## config.mk

```make
export PLATFORM = sky130hd
export DESIGN_NAME = csr_file_m
export DESIGN_NICKNAME = d
export VERILOG_FILES = /design/src/rtl/csr_pkg.sv /design/src/rtl/csr_counter64.sv /design/src/rtl/csr_file_m.sv
export SDC_FILE = /design/constraint.sdc
export NUM_CORES = 1
export LEC_CHECK = 0
export ABC_AREA = 1
export CAP_MARGIN = 0
export CORE_UTILIZATION = 45
export DETAILED_ROUTE_END_ITERATION = 10
export DONT_BUFFER_PORTS = 1
export SETUP_SLACK_MARGIN = 0.02
export SYNTH_ARGS = -nofsm -noshare
export SYNTH_HDL_FRONTEND = slang
export SYNTH_SLANG_ARGS = --single-unit
```

## constraint.sdc

```tcl
create_clock -name clk -period 5.1 [get_ports clk]
set_clock_uncertainty 0.15 [all_clocks]
set_input_delay 1.53 -clock clk [delete_from_list [all_inputs] [get_ports clk]]
set_output_delay 1.53 -clock clk [all_outputs]
set_load 0.1 [all_outputs]
```

## src/rtl/csr_pkg.sv

```systemverilog
// Shared definitions for the machine-mode CSR unit: addresses, op encodings,
// mstatus field positions and interrupt cause codes.
package csr_pkg;

  localparam logic [11:0] CSR_MSTATUS   = 12'h300;
  localparam logic [11:0] CSR_MISA      = 12'h301;
  localparam logic [11:0] CSR_MIE       = 12'h304;
  localparam logic [11:0] CSR_MTVEC     = 12'h305;
  localparam logic [11:0] CSR_MSCRATCH  = 12'h340;
  localparam logic [11:0] CSR_MEPC      = 12'h341;
  localparam logic [11:0] CSR_MCAUSE    = 12'h342;
  localparam logic [11:0] CSR_MTVAL     = 12'h343;
  localparam logic [11:0] CSR_MIP       = 12'h344;
  localparam logic [11:0] CSR_MCYCLE    = 12'hB00;
  localparam logic [11:0] CSR_MINSTRET  = 12'hB02;
  localparam logic [11:0] CSR_MCYCLEH   = 12'hB80;
  localparam logic [11:0] CSR_MINSTRETH = 12'hB82;
  localparam logic [11:0] CSR_MHARTID   = 12'hF14;

  typedef enum logic [1:0] {
    CSR_OP_NONE = 2'b00,
    CSR_OP_RW   = 2'b01,
    CSR_OP_RS   = 2'b10,
    CSR_OP_RC   = 2'b11
  } csr_op_e;

  localparam int MSTATUS_MIE    = 3;
  localparam int MSTATUS_MPIE   = 7;
  localparam int MSTATUS_MPP_LO = 11;
  localparam int MSTATUS_MPP_HI = 12;

  localparam int IRQ_SW_CAUSE    = 3;
  localparam int IRQ_TIMER_CAUSE = 7;
  localparam int IRQ_EXT_CAUSE   = 11;

  // Writable bits of mie: the three machine-level interrupt enables.
  localparam logic [31:0] MIE_MASK = (32'd1 << IRQ_SW_CAUSE) |
                                     (32'd1 << IRQ_TIMER_CAUSE) |
                                     (32'd1 << IRQ_EXT_CAUSE);

endpackage

```

## src/rtl/csr_counter64.sv

```systemverilog
// Free-running performance counter with 32-bit half writes.
// A half write in the same cycle wins over the increment; the other half holds.
module csr_counter64
  import csr_pkg::*;
#(
  parameter int CNT_W = 64
) (
  input  logic        clk,
  input  logic        reset,
  input  logic        inc,
  input  logic        wr_lo,
  input  logic        wr_hi,
  input  logic [31:0] wdata,
  output logic [31:0] cnt_lo,
  output logic [31:0] cnt_hi
);

  generate
    if (CNT_W == 64) begin : g_64
      logic [63:0] cnt;
      always_ff @(posedge clk) begin
        if (reset)      cnt <= '0;
        else if (wr_lo) cnt[31:0] <= wdata;
        else if (wr_hi) cnt[63:32] <= wdata;
        else if (inc)   cnt <= cnt + 64'd1;
      end
      assign cnt_lo = cnt[31:0];
      assign cnt_hi = cnt[63:32];
    end else begin : g_32
      // No upper half: a write to it is discarded but still holds the count.
      logic [31:0] cnt;
      always_ff @(posedge clk) begin
        if (reset)              cnt <= '0;
        else if (wr_lo)         cnt <= wdata;
        else if (!wr_hi && inc) cnt <= cnt + 32'd1;
      end
      assign cnt_lo = cnt;
      assign cnt_hi = '0;
    end
  endgenerate

endmodule

```

## src/rtl/csr_file_m.sv

```systemverilog
// Machine-mode CSR unit: CSRRW/RS/RC access, counters, trap entry / mret,
// interrupt gating and illegal-access detection.
module csr_file_m
  import csr_pkg::*;
#(
  parameter logic [31:0] HART_ID   = 32'd0,
  parameter logic [31:0] MISA_VAL  = 32'h4000_1100,
  parameter logic [31:0] MTVEC_RST = 32'h0000_0000,
  parameter int          CNT_W     = 64
) (
  input  logic        clk,
  input  logic        reset,
  input  logic [11:0] csr_addr,
  input  logic [1:0]  csr_op,
  input  logic        csr_src_zero,
  input  logic [31:0] csr_wdata,
  output logic [31:0] csr_rdata,
  output logic        csr_illegal,
  input  logic        instr_retire,
  input  logic        trap_valid,
  input  logic [31:0] trap_cause,
  input  logic [31:0] trap_pc,
  input  logic [31:0] trap_tval,
  input  logic        mret,
  input  logic        irq_sw,
  input  logic        irq_timer,
  input  logic        irq_ext,
  output logic        irq_req,
  output logic [31:0] trap_vector,
  output logic [31:0] epc
);

  csr_op_e op;
  assign op = csr_op_e'(csr_op);

  logic        st_mie, st_mpie;
  logic [31:0] mie_q, mtvec_q, mscratch_q, mepc_q, mcause_q, mtval_q;
  logic [31:0] mcycle_lo, mcycle_hi, minstret_lo, minstret_hi;
  logic [31:0] mstatus_rd, mip_rd, old_val, new_val;
  logic        impl, we, wr_ok, evt;

  always_comb begin
    mstatus_rd = '0;
    mstatus_rd[MSTATUS_MIE]  = st_mie;
    mstatus_rd[MSTATUS_MPIE] = st_mpie;
    mstatus_rd[MSTATUS_MPP_HI:MSTATUS_MPP_LO] = 2'b11;
    mip_rd = '0;
    mip_rd[IRQ_SW_CAUSE]    = irq_sw;
    mip_rd[IRQ_TIMER_CAUSE] = irq_timer;
    mip_rd[IRQ_EXT_CAUSE]   = irq_ext;
  end

  always_comb begin
    old_val = '0;
    impl    = 1'b1;
    case (csr_addr)
      CSR_MSTATUS:   old_val = mstatus_rd;
      CSR_MISA:      old_val = MISA_VAL;
      CSR_MIE:       old_val = mie_q;
      CSR_MTVEC:     old_val = mtvec_q & ~32'h2;
      CSR_MSCRATCH:  old_val = mscratch_q;
      CSR_MEPC:      old_val = mepc_q;
      CSR_MCAUSE:    old_val = mcause_q;
      CSR_MTVAL:     old_val = mtval_q;
      CSR_MIP:       old_val = mip_rd;
      CSR_MCYCLE:    old_val = mcycle_lo;
      CSR_MCYCLEH:   old_val = mcycle_hi;
      CSR_MINSTRET:  old_val = minstret_lo;
      CSR_MINSTRETH: old_val = minstret_hi;
      CSR_MHARTID:   old_val = HART_ID;
      default:       impl    = 1'b0;
    endcase
  end

  always_comb begin
    case (op)
      CSR_OP_RW: new_val = csr_wdata;
      CSR_OP_RS: new_val = old_val | csr_wdata;
      CSR_OP_RC: new_val = old_val & ~csr_wdata;
      default:   new_val = old_val;
    endcase
  end

  assign we          = (op == CSR_OP_RW) ||
                       (((op == CSR_OP_RS) || (op == CSR_OP_RC)) && !csr_src_zero);
  assign csr_illegal = (op != CSR_OP_NONE) &&
                       (!impl || (we && (csr_addr[11:10] == 2'b11)));
  assign csr_rdata   = (op != CSR_OP_NONE) ? old_val : 32'd0;
  assign wr_ok       = we && !csr_illegal;
  // Trap/mret own the trap-state registers this cycle; software writes there are dropped.
  assign evt         = trap_valid || mret;

  always_ff @(posedge clk) begin
    if (reset) begin
      st_mie  <= 1'b0;
      st_mpie <= 1'b0;
    end else if (trap_valid) begin
      st_mpie <= st_mie;
      st_mie  <= 1'b0;
    end else if (mret) begin
      st_mie  <= st_mpie;
      st_mpie <= 1'b1;
    end else if (wr_ok && csr_addr == CSR_MSTATUS) begin
      st_mie  <= new_val[MSTATUS_MIE];
      st_mpie <= new_val[MSTATUS_MPIE];
    end
  end

  always_ff @(posedge clk) begin
    if (reset) begin
      mepc_q   <= '0;
      mcause_q <= '0;
      mtval_q  <= '0;
    end else if (trap_valid) begin
      mepc_q   <= {trap_pc[31:2], 2'b00};
      mcause_q <= trap_cause;
      mtval_q  <= trap_tval;
    end else if (wr_ok && !evt) begin
      if (csr_addr == CSR_MEPC)   mepc_q   <= {new_val[31:2], 2'b00};
      if (csr_addr == CSR_MCAUSE) mcause_q <= new_val;
      if (csr_addr == CSR_MTVAL)  mtval_q  <= new_val;
    end
  end

  always_ff @(posedge clk) begin
    if (reset) begin
      mie_q      <= '0;
      mtvec_q    <= MTVEC_RST;
      mscratch_q <= '0;
    end else if (wr_ok) begin
      if (csr_addr == CSR_MIE)      mie_q      <= new_val & MIE_MASK;
      if (csr_addr == CSR_MTVEC)    mtvec_q    <= new_val;
      if (csr_addr == CSR_MSCRATCH) mscratch_q <= new_val;
    end
  end

  csr_counter64 #(.CNT_W(CNT_W)) u_mcycle (
    .clk    (clk),
    .reset  (reset),
    .inc    (1'b1),
    .wr_lo  (wr_ok && csr_addr == CSR_MCYCLE),
    .wr_hi  (wr_ok && csr_addr == CSR_MCYCLEH),
    .wdata  (new_val),
    .cnt_lo (mcycle_lo),
    .cnt_hi (mcycle_hi)
  );

  csr_counter64 #(.CNT_W(CNT_W)) u_minstret (
    .clk    (clk),
    .reset  (reset),
    .inc    (instr_retire),
    .wr_lo  (wr_ok && csr_addr == CSR_MINSTRET),
    .wr_hi  (wr_ok && csr_addr == CSR_MINSTRETH),
    .wdata  (new_val),
    .cnt_lo (minstret_lo),
    .cnt_hi (minstret_hi)
  );

  logic [31:0] tvec_base;
  assign tvec_base   = {mtvec_q[31:2], 2'b00};
  // Vectored mode offsets only interrupts, by 4 * cause.
  assign trap_vector = (mtvec_q[0] && trap_cause[31]) ?
                       tvec_base + {25'd0, trap_cause[4:0], 2'b00} : tvec_base;
  assign irq_req     = st_mie && |(mip_rd & mie_q);
  assign epc         = mepc_q;

endmodule

```

==> flow_summary.ini, run 1 <==
[critical_path]
slowest_delay_ns = 0.33
worstPathRequired_ns = 3.42
crit_buf_inv = 4
slowest_stage = fa_2
end_kind = primary output
cp_top_family = simple AND/OR/NAND/NOR gates
start_kind = input pin
worstSetupPathType = input pin to primary output
crit_chain = ha_4 > inv_2 > fa_2 > inv_2 > nand3_2 > nand2_2 > nand2_2 > nand2_4 > nand3_4 > nor2_4 > nand2_2 > nor2_4 > nand3_4 > buf_6 > nor2_4 > xor2_4 > buf_12
cp_max_fo = 2
critPathArrivalTime_ns = 3.65

[yosys]
ys_seq_area_share_pct = 28.33
syn_area_mm2 = 0.02049
ys.flop_type = dfxtp_1
ys_types = 43
yosys_warnings = 0
synth_cells = 3599
syn_avg_cell_area_um2 = 5.694
synthArstFlopShare_pct = 0
ys_ff_latch = 290
synth_edf_count = 0

[floorplanning]
ios = 249
dieArea_mm2 = 0.04640
start_util_pct = 45.94
die_y_um = 215.4
die_w_um = 215.4
core-area_mm2 = 0.04461
rows = 77

[pwr]
powerDensity_mw_per_mm2 = 232.0
power_leakage_nw = 10.65
peakVddDrop_mv = 0.2417
finalPower_mw = 5.831

[clocking]
cts-root-buf = clkbuf_16
hold_buffers = 0
insertion_delay_ns = 0.57
clk_pin_slew_worst_paths_ns = 0.05
cts_buffers = 37
cts_tree = done
h-tree-depth = 2
cts_buffer_depth = 3
cts.sinks = 290

[detailed_routing]
num_vias = 25750
drt_first_pass_iters = 11
ant_nets = 0
drc = 2
wire_per_inst_um = 24.49
drtIter0Drc = 3920
drt-total-wl_um = 105500
drt-vias-per-instance = 5.978

[timing]
relSlewSlack_pct = 9.005
rsz0062_at_grt = yes
fin_setup_tns_ns = -1.327
hold_viol = 0
finalSetupViolCount = 9
max_freq_mhz = 187.5
worst_slack_ns = -0.2330
finalCriticalPeriod_ns = 5.333
worst_pin_slew_ns = 1.353
post-route-period-util_pct = 104.6
final-max-slew-violation-count = 0
whs_ns = 0.3327

[finish]
drive_gt1_share_pct = 11.14
fin_nets = 3840
area_growth_syn_to_layout_pct = 22.63
final_util_pct = 56.34

[grt]
grt_max_degree = 166
grt_pass1_vias = 23190
grt_pass1_wl_um = 150900
gr-total-overflow = 0
grt_usage_pct = 43.79
antenna_found_initial = 7

[outcome]
violations = design-rule violations, negative setup slack
status = finished, violations left

[place]
port-buffer-count = 0
preCtsSetupSlack_ns = -0.2806
place.gp.congestion = 1.032
hpwl_um = 79930

[min_path]
holdCritPathClass = flop to flop

[flow_run]
maxCapViolCount = 0
==> cells in the mapped netlist, types with 6 or more instances <==
master,number,area share [%]
xor2_1,80,3.4
o21ai_0,196,4.8
inv_1,275,5.0
a31oi_1,8,0.24
buf_4,15,0.55
nand2_1,1304,24
a21oi_1,312,7.6
buf_2,59,1.4
clkbuf_1,90,1.6
xnor2_1,25,1.1
inv_2,8,0.15
ha_1,7,0.43
dfxtp_1,290,28
nand3b_1,8,0.29
nor2_1,403,7.4
a21boi_0,10,0.37
nand4_1,52,1.6
nor4_1,13,0.40
o21ai_1,6,0.15
nand2_2,8,0.24
nand3_1,300,7.3
buf_1,17,0.31
nor2_2,7,0.21
nor3_1,72,1.8
==> repair_timing <==
action | in CTS | in global routing
endpoints found under the hold margin | 0 | 0
pin swaps | 11 | 8
endpoints found under the setup margin | 15 | 45
gates cloned | 0 | 3
resized for setup | 13 | 38
setup buffers | 9 | 6
==> sequential cells by signal (all words and copies together) (netlist names) <==
register / count
mscratch_q: 32
mcause_q: 32
st_mpie: 1
u_minstret.g_64.cnt: 64
st_mie: 1
mtval_q: 32
mie_q: 3
u_mcycle.g_64.cnt: 64
epc: 30
mtvec_q: 31
==> cell usage in the layout, fill, tap and decap left out, types with 6 or more instances in the layout <==
| cell type | count |
|---|---|
| dfxtp_1 | 290 |
| nor2_1 | 385 |
| nand2_2 | 21 |
| nand3_2 | 7 |
| clkbuf_1 | 6 |
| a31oi_1 | 8 |
| nand3b_1 | 8 |
| clkbuf_16 | 39 |
| xor2_1 | 63 |
| o21ai_0 | 189 |
| inv_2 | 14 |
| nor2_2 | 13 |
| inv_1 | 269 |
| xor2_4 | 16 |
| o21ai_1 | 6 |
| nor3_1 | 66 |
| clkbuf_8 | 8 |
| xnor2_1 | 22 |
| nor2_4 | 16 |
| clkinv_2 | 8 |
| nor4_1 | 13 |
| buf_6 | 6 |
| nand3_1 | 291 |
| buf_4 | 137 |
| nand2_1 | 1289 |
| a21boi_0 | 10 |
| o21ai_2 | 7 |
| a21oi_1 | 309 |
| diode_2 | 9 |
| nand4_1 | 52 |
| buf_12 | 78 |
==> metrics by stage <==
stage	cells	area [um2]
floorplan	3602	21070
global placement	4218	23530
detailed placement	4218	23530
CTS	4292	24890
global route	4300	25110
finish	4308	25130
==> kinds of logic (layout without fill, tap and decap cells) <==
family                     count (synthesis)  count (layout)  synth area share [%]
adders and majority gates                  8               8                0.5250
and+or+nand+nor                         2187            2187                 43.98
DFF                                      290             290                 28.33
other                                      1              13               0.01830
xor gates and xnor gates                 105             105                 4.487
buffers and inverters                    468             573                 9.219
AOI/OAI and AO/OA                        540             540                 13.44
==> final timing paths <==
path              slack, ns                         startpoint  cells after the start                            endpoint
hold / removal         0.33            mtval_q[1]$_SDFFE_PP0P_                      2             mtval_q[1]$_SDFFE_PP0P_
setup reg to reg       1.50  u_mcycle.g_64.cnt[0]$_SDFFE_PP0P_                     12  u_mcycle.g_64.cnt[62]$_SDFFE_PP0N_
hold reg to reg        0.33            mtval_q[1]$_SDFFE_PP0P_                      2             mtval_q[1]$_SDFFE_PP0P_
setup / recovery      -0.23                      trap_cause[0]                     17                     trap_vector[26]
==> routing by layer <==
layer	up-vias	global-route usage, %	part of all wire (%)
met1	11950	57.05	39
met3	340	11.04	13
li1	11680	-	-
met2	1782	66.95	42
met5	-	0	0.047
met4	8	22.01	6.0
==> area by class of cell <==
class,count,area (um2)
antenna,9,22.52
fill,4456,19470
sequential,290,5806
inverter,285,1074
timing repair buffer,223,2708
clock inverter,14,180.2
multi-input combinational,2844,13540
tap,592,740.7
clock buffer,51,1059
==> where the power goes <==
part	total (mW)	internal (mW)	switching (mW)
Combinational	0.652	0.155	0.497
Clock	2.80	1.65	1.14
Sequential	2.38	2.33	0.0558
==> tightest hold or removal path, stage by stage (launching register included) <==
cell and delay (ns):
dfxtp_1 0.31, nand3_1 0.07, a21oi_1 0.06
(Power assumes the default switching activity.)
==> run 2: changes to the inputs <==
CELL_PAD_IN_SITES_DETAIL_PLACEMENT = 0   (was unset)
CELL_PAD_IN_SITES_GLOBAL_PLACEMENT = 2   (was unset)
CORE_UTILIZATION = 36   (was 45)
PLACE_DENSITY_LB_ADDON = 0.1   (was unset)
clock period = 6.75 ns   (was 5.1 ns; I/O delays follow)
==> run 2 against run 1 <==
  * The run now ends clean
  * Total power down 23%
  * Critical endpoint is now trap_vector[27]
  * First-iteration DRC count down 34%
  * Global-route usage down 7.2 points
  * Final cell count up 1.4%
  * Sequential share of layout area up 1.2 points
  * Largest cell class unchanged
  * Non-clock buffer count down 98
==> flow_summary.ini, run 2 (synthesized netlist as in run 1, its figures left out) <==
[grt]
grt_usage_pct = 36.57
gr-total-overflow = 0
grt_pass1_vias = 21820
grt_max_degree = 166
antenna_found_initial = 7
grt_pass1_wl_um = 152300

[timing]
relSlewSlack_pct = 3.718
rsz0062_at_grt = no
worst_pin_slew_ns = 1.433
finalSetupViolCount = 0
hold_viol = 0
max_freq_mhz = 152.2
fin_setup_tns_ns = 0
finalCriticalPeriod_ns = 6.572
post-route-period-util_pct = 97.37
final-max-slew-violation-count = 0

[clocking]
cts_buffers = 38
insertion_delay_ns = 0.59
cts-root-buf = clkbuf_16
cts_tree = done
post_cts_buffers = 0
h-tree-depth = 2
cts_buffer_depth = 3
hold_buffers = 0
clk_pin_slew_worst_paths_ns = 0.06
cts.sinks = 290

[floorplanning]
die_y_um = 240.6
rows = 87
die_w_um = 240.6
start_util_pct = 36.41
ios = 249
core-area_mm2 = 0.05628
dieArea_mm2 = 0.05788

[critical_path]
worstSetupPathType = input pin to primary output
cp_top_family = simple AND/OR/NAND/NOR gates
end_kind = primary output
worstRegToRegCells = 11
path_depth = 13
crit_buf_inv = 1
start_kind = input pin
cp_max_fo = 5
worstPathRequired_ns = 4.58
critPathArrivalTime_ns = 4.40
slowest_delay_ns = 0.33
slowest_stage = ha_1
cp_common_cell = nand2_1
crit_chain = ha_1 > nand2_1 > o21ai_0 > nand2_1 > nand2_1 > nand2_1 > nand2_1 > nand2_1 > nor2_2 > nand3_1 > nor3_1 > xor2_2 > buf_12

[pwr]
power_leakage_nw = 9.976
pwr-share-seq_pct = 41.8
switching_share_pct = 28.76
peakVddDrop_mv = 0.1996
power_frac_comb_pct = 8.6
p_switching_mw = 1.288
finalPower_mw = 4.477
cellInternalPower_mw = 3.190
powerDensity_mw_per_mm2 = 187.3
clock_power_share_pct = 49.6

[place]
port-buffer-count = 0
place.gp.congestion = 0.9949
hpwl_um = 82850

[detailed_routing]
wire_per_inst_um = 24.68
num_vias = 24330
drc = 0
drtIter0Drc = 2568
drt-vias-per-instance = 5.566
drt_first_pass_iters = 6
drt-total-wl_um = 107900
ant_nets = 0

[min_path]
holdCritPathClass = flop to flop
hold_depth = 2

[flow_run]
maxCapViolCount = 0

[finish]
drive_gt1_share_pct = 7.390
final_cell_mix = 1302 x nand2_1, 398 x nor2_1, 309 x a21oi_1, 300 x nand3_1, 290 x dfxtp_1
final_common_cell = nand2_1
fin_nets = 3743
area_growth_syn_to_layout_pct = 16.64
top_regs = u_mcycle.g_64.cnt x64, u_minstret.g_64.cnt x64

[outcome]
status = finished clean
-- run 2: power by group through the flow --
stage | logic (mW) | clock network (mW) | registers, mW
finish | 0.385 | 2.22 | 1.87
global route | 0.417 | 2.30 | 1.88
CTS | 0.377 | 2.23 | 1.87
detailed placement | 0.376 | 0 | 1.91
global placement | 0.371 | 0 | 1.91
floorplan | 0.265 | 0 | 1.89
-- run 2: layout make-up --
type                    count  area, um2
repair buffers            125       1702
clock buffers              54       1101
diodes                      1      2.502
clock inverters            15      219.0
well taps                 756      945.9
inverters                 285       1074
multi-input cells        2844      13060
flip-flops and latches    290       5806
fillers                  6202      32370
-- run 2: final timing paths --
check,start,end,slack [ns]
worst max-delay path,trap_cause[2],trap_vector[27],0.18
worst min-delay path,mcause_q[28]$_SDFFE_PP0P_,mcause_q[28]$_SDFFE_PP0P_,0.33
worst max register to register,u_minstret.g_64.cnt[2]$_SDFFE_PP0P_,u_minstret.g_64.cnt[49]$_SDFFE_PP0P_,3.29
worst min register to register,mcause_q[28]$_SDFFE_PP0P_,mcause_q[28]$_SDFFE_PP0P_,0.33
-- run 2: timing repair --
| action | in CTS | in global routing |
|---|---|---|
| endpoints found under the setup margin | 0 | 5 |
| gates resized for setup | 0 | 4 |
| hold endpoints to repair | 0 | 0 |
-- run 2: worst reg2reg max path, cell delays in order, from the launching register on --
cell and delay [ns]:
dfxtp_1 0.50, nand3_1 0.39, nor2_2 0.42, nand2_1 0.26, nor2_2 0.24, nand2_1 0.16, nor3_2 0.49, nand2_1 0.27
o21ai_1 0.19, nand3_1 0.09, a21oi_1 0.16, nor2_1 0.05
-- run 2: through the flow --
stage / cell area (um2) / hold WS (ns) / setup WS, ns / util (%) / std cells
2_1_floorplan: 20650 / 0.3117 / -0.2717 / - / 3602
3_3_place_gp: 22570 / 0.3217 / 0.1241 / 40.10 / 4300
3_5_place_dp: 22570 / 0.3248 / 0.1118 / 40.10 / 4300
4_1_cts: 23890 / 0.3333 / 0.1061 / 42.45 / 4369
5_1_grt: 23900 / 0.3499 / 0.03847 / 42.47 / 4369
6_report: 23900 / 0.3320 / 0.1776 / 42.48 / 4370
-- run 2: layer usage --
layer	part of all wire [%]	GRT usage, %	routed length, um	vias to the layer above
met2	43	56.04	46790	1229
li1	-	-	-	11470
met3	9.5	7.652	10260	159
met1	44	50.59	47020	11470
met4	3.4	12.51	3672	2
met5	0.13	0	135	-
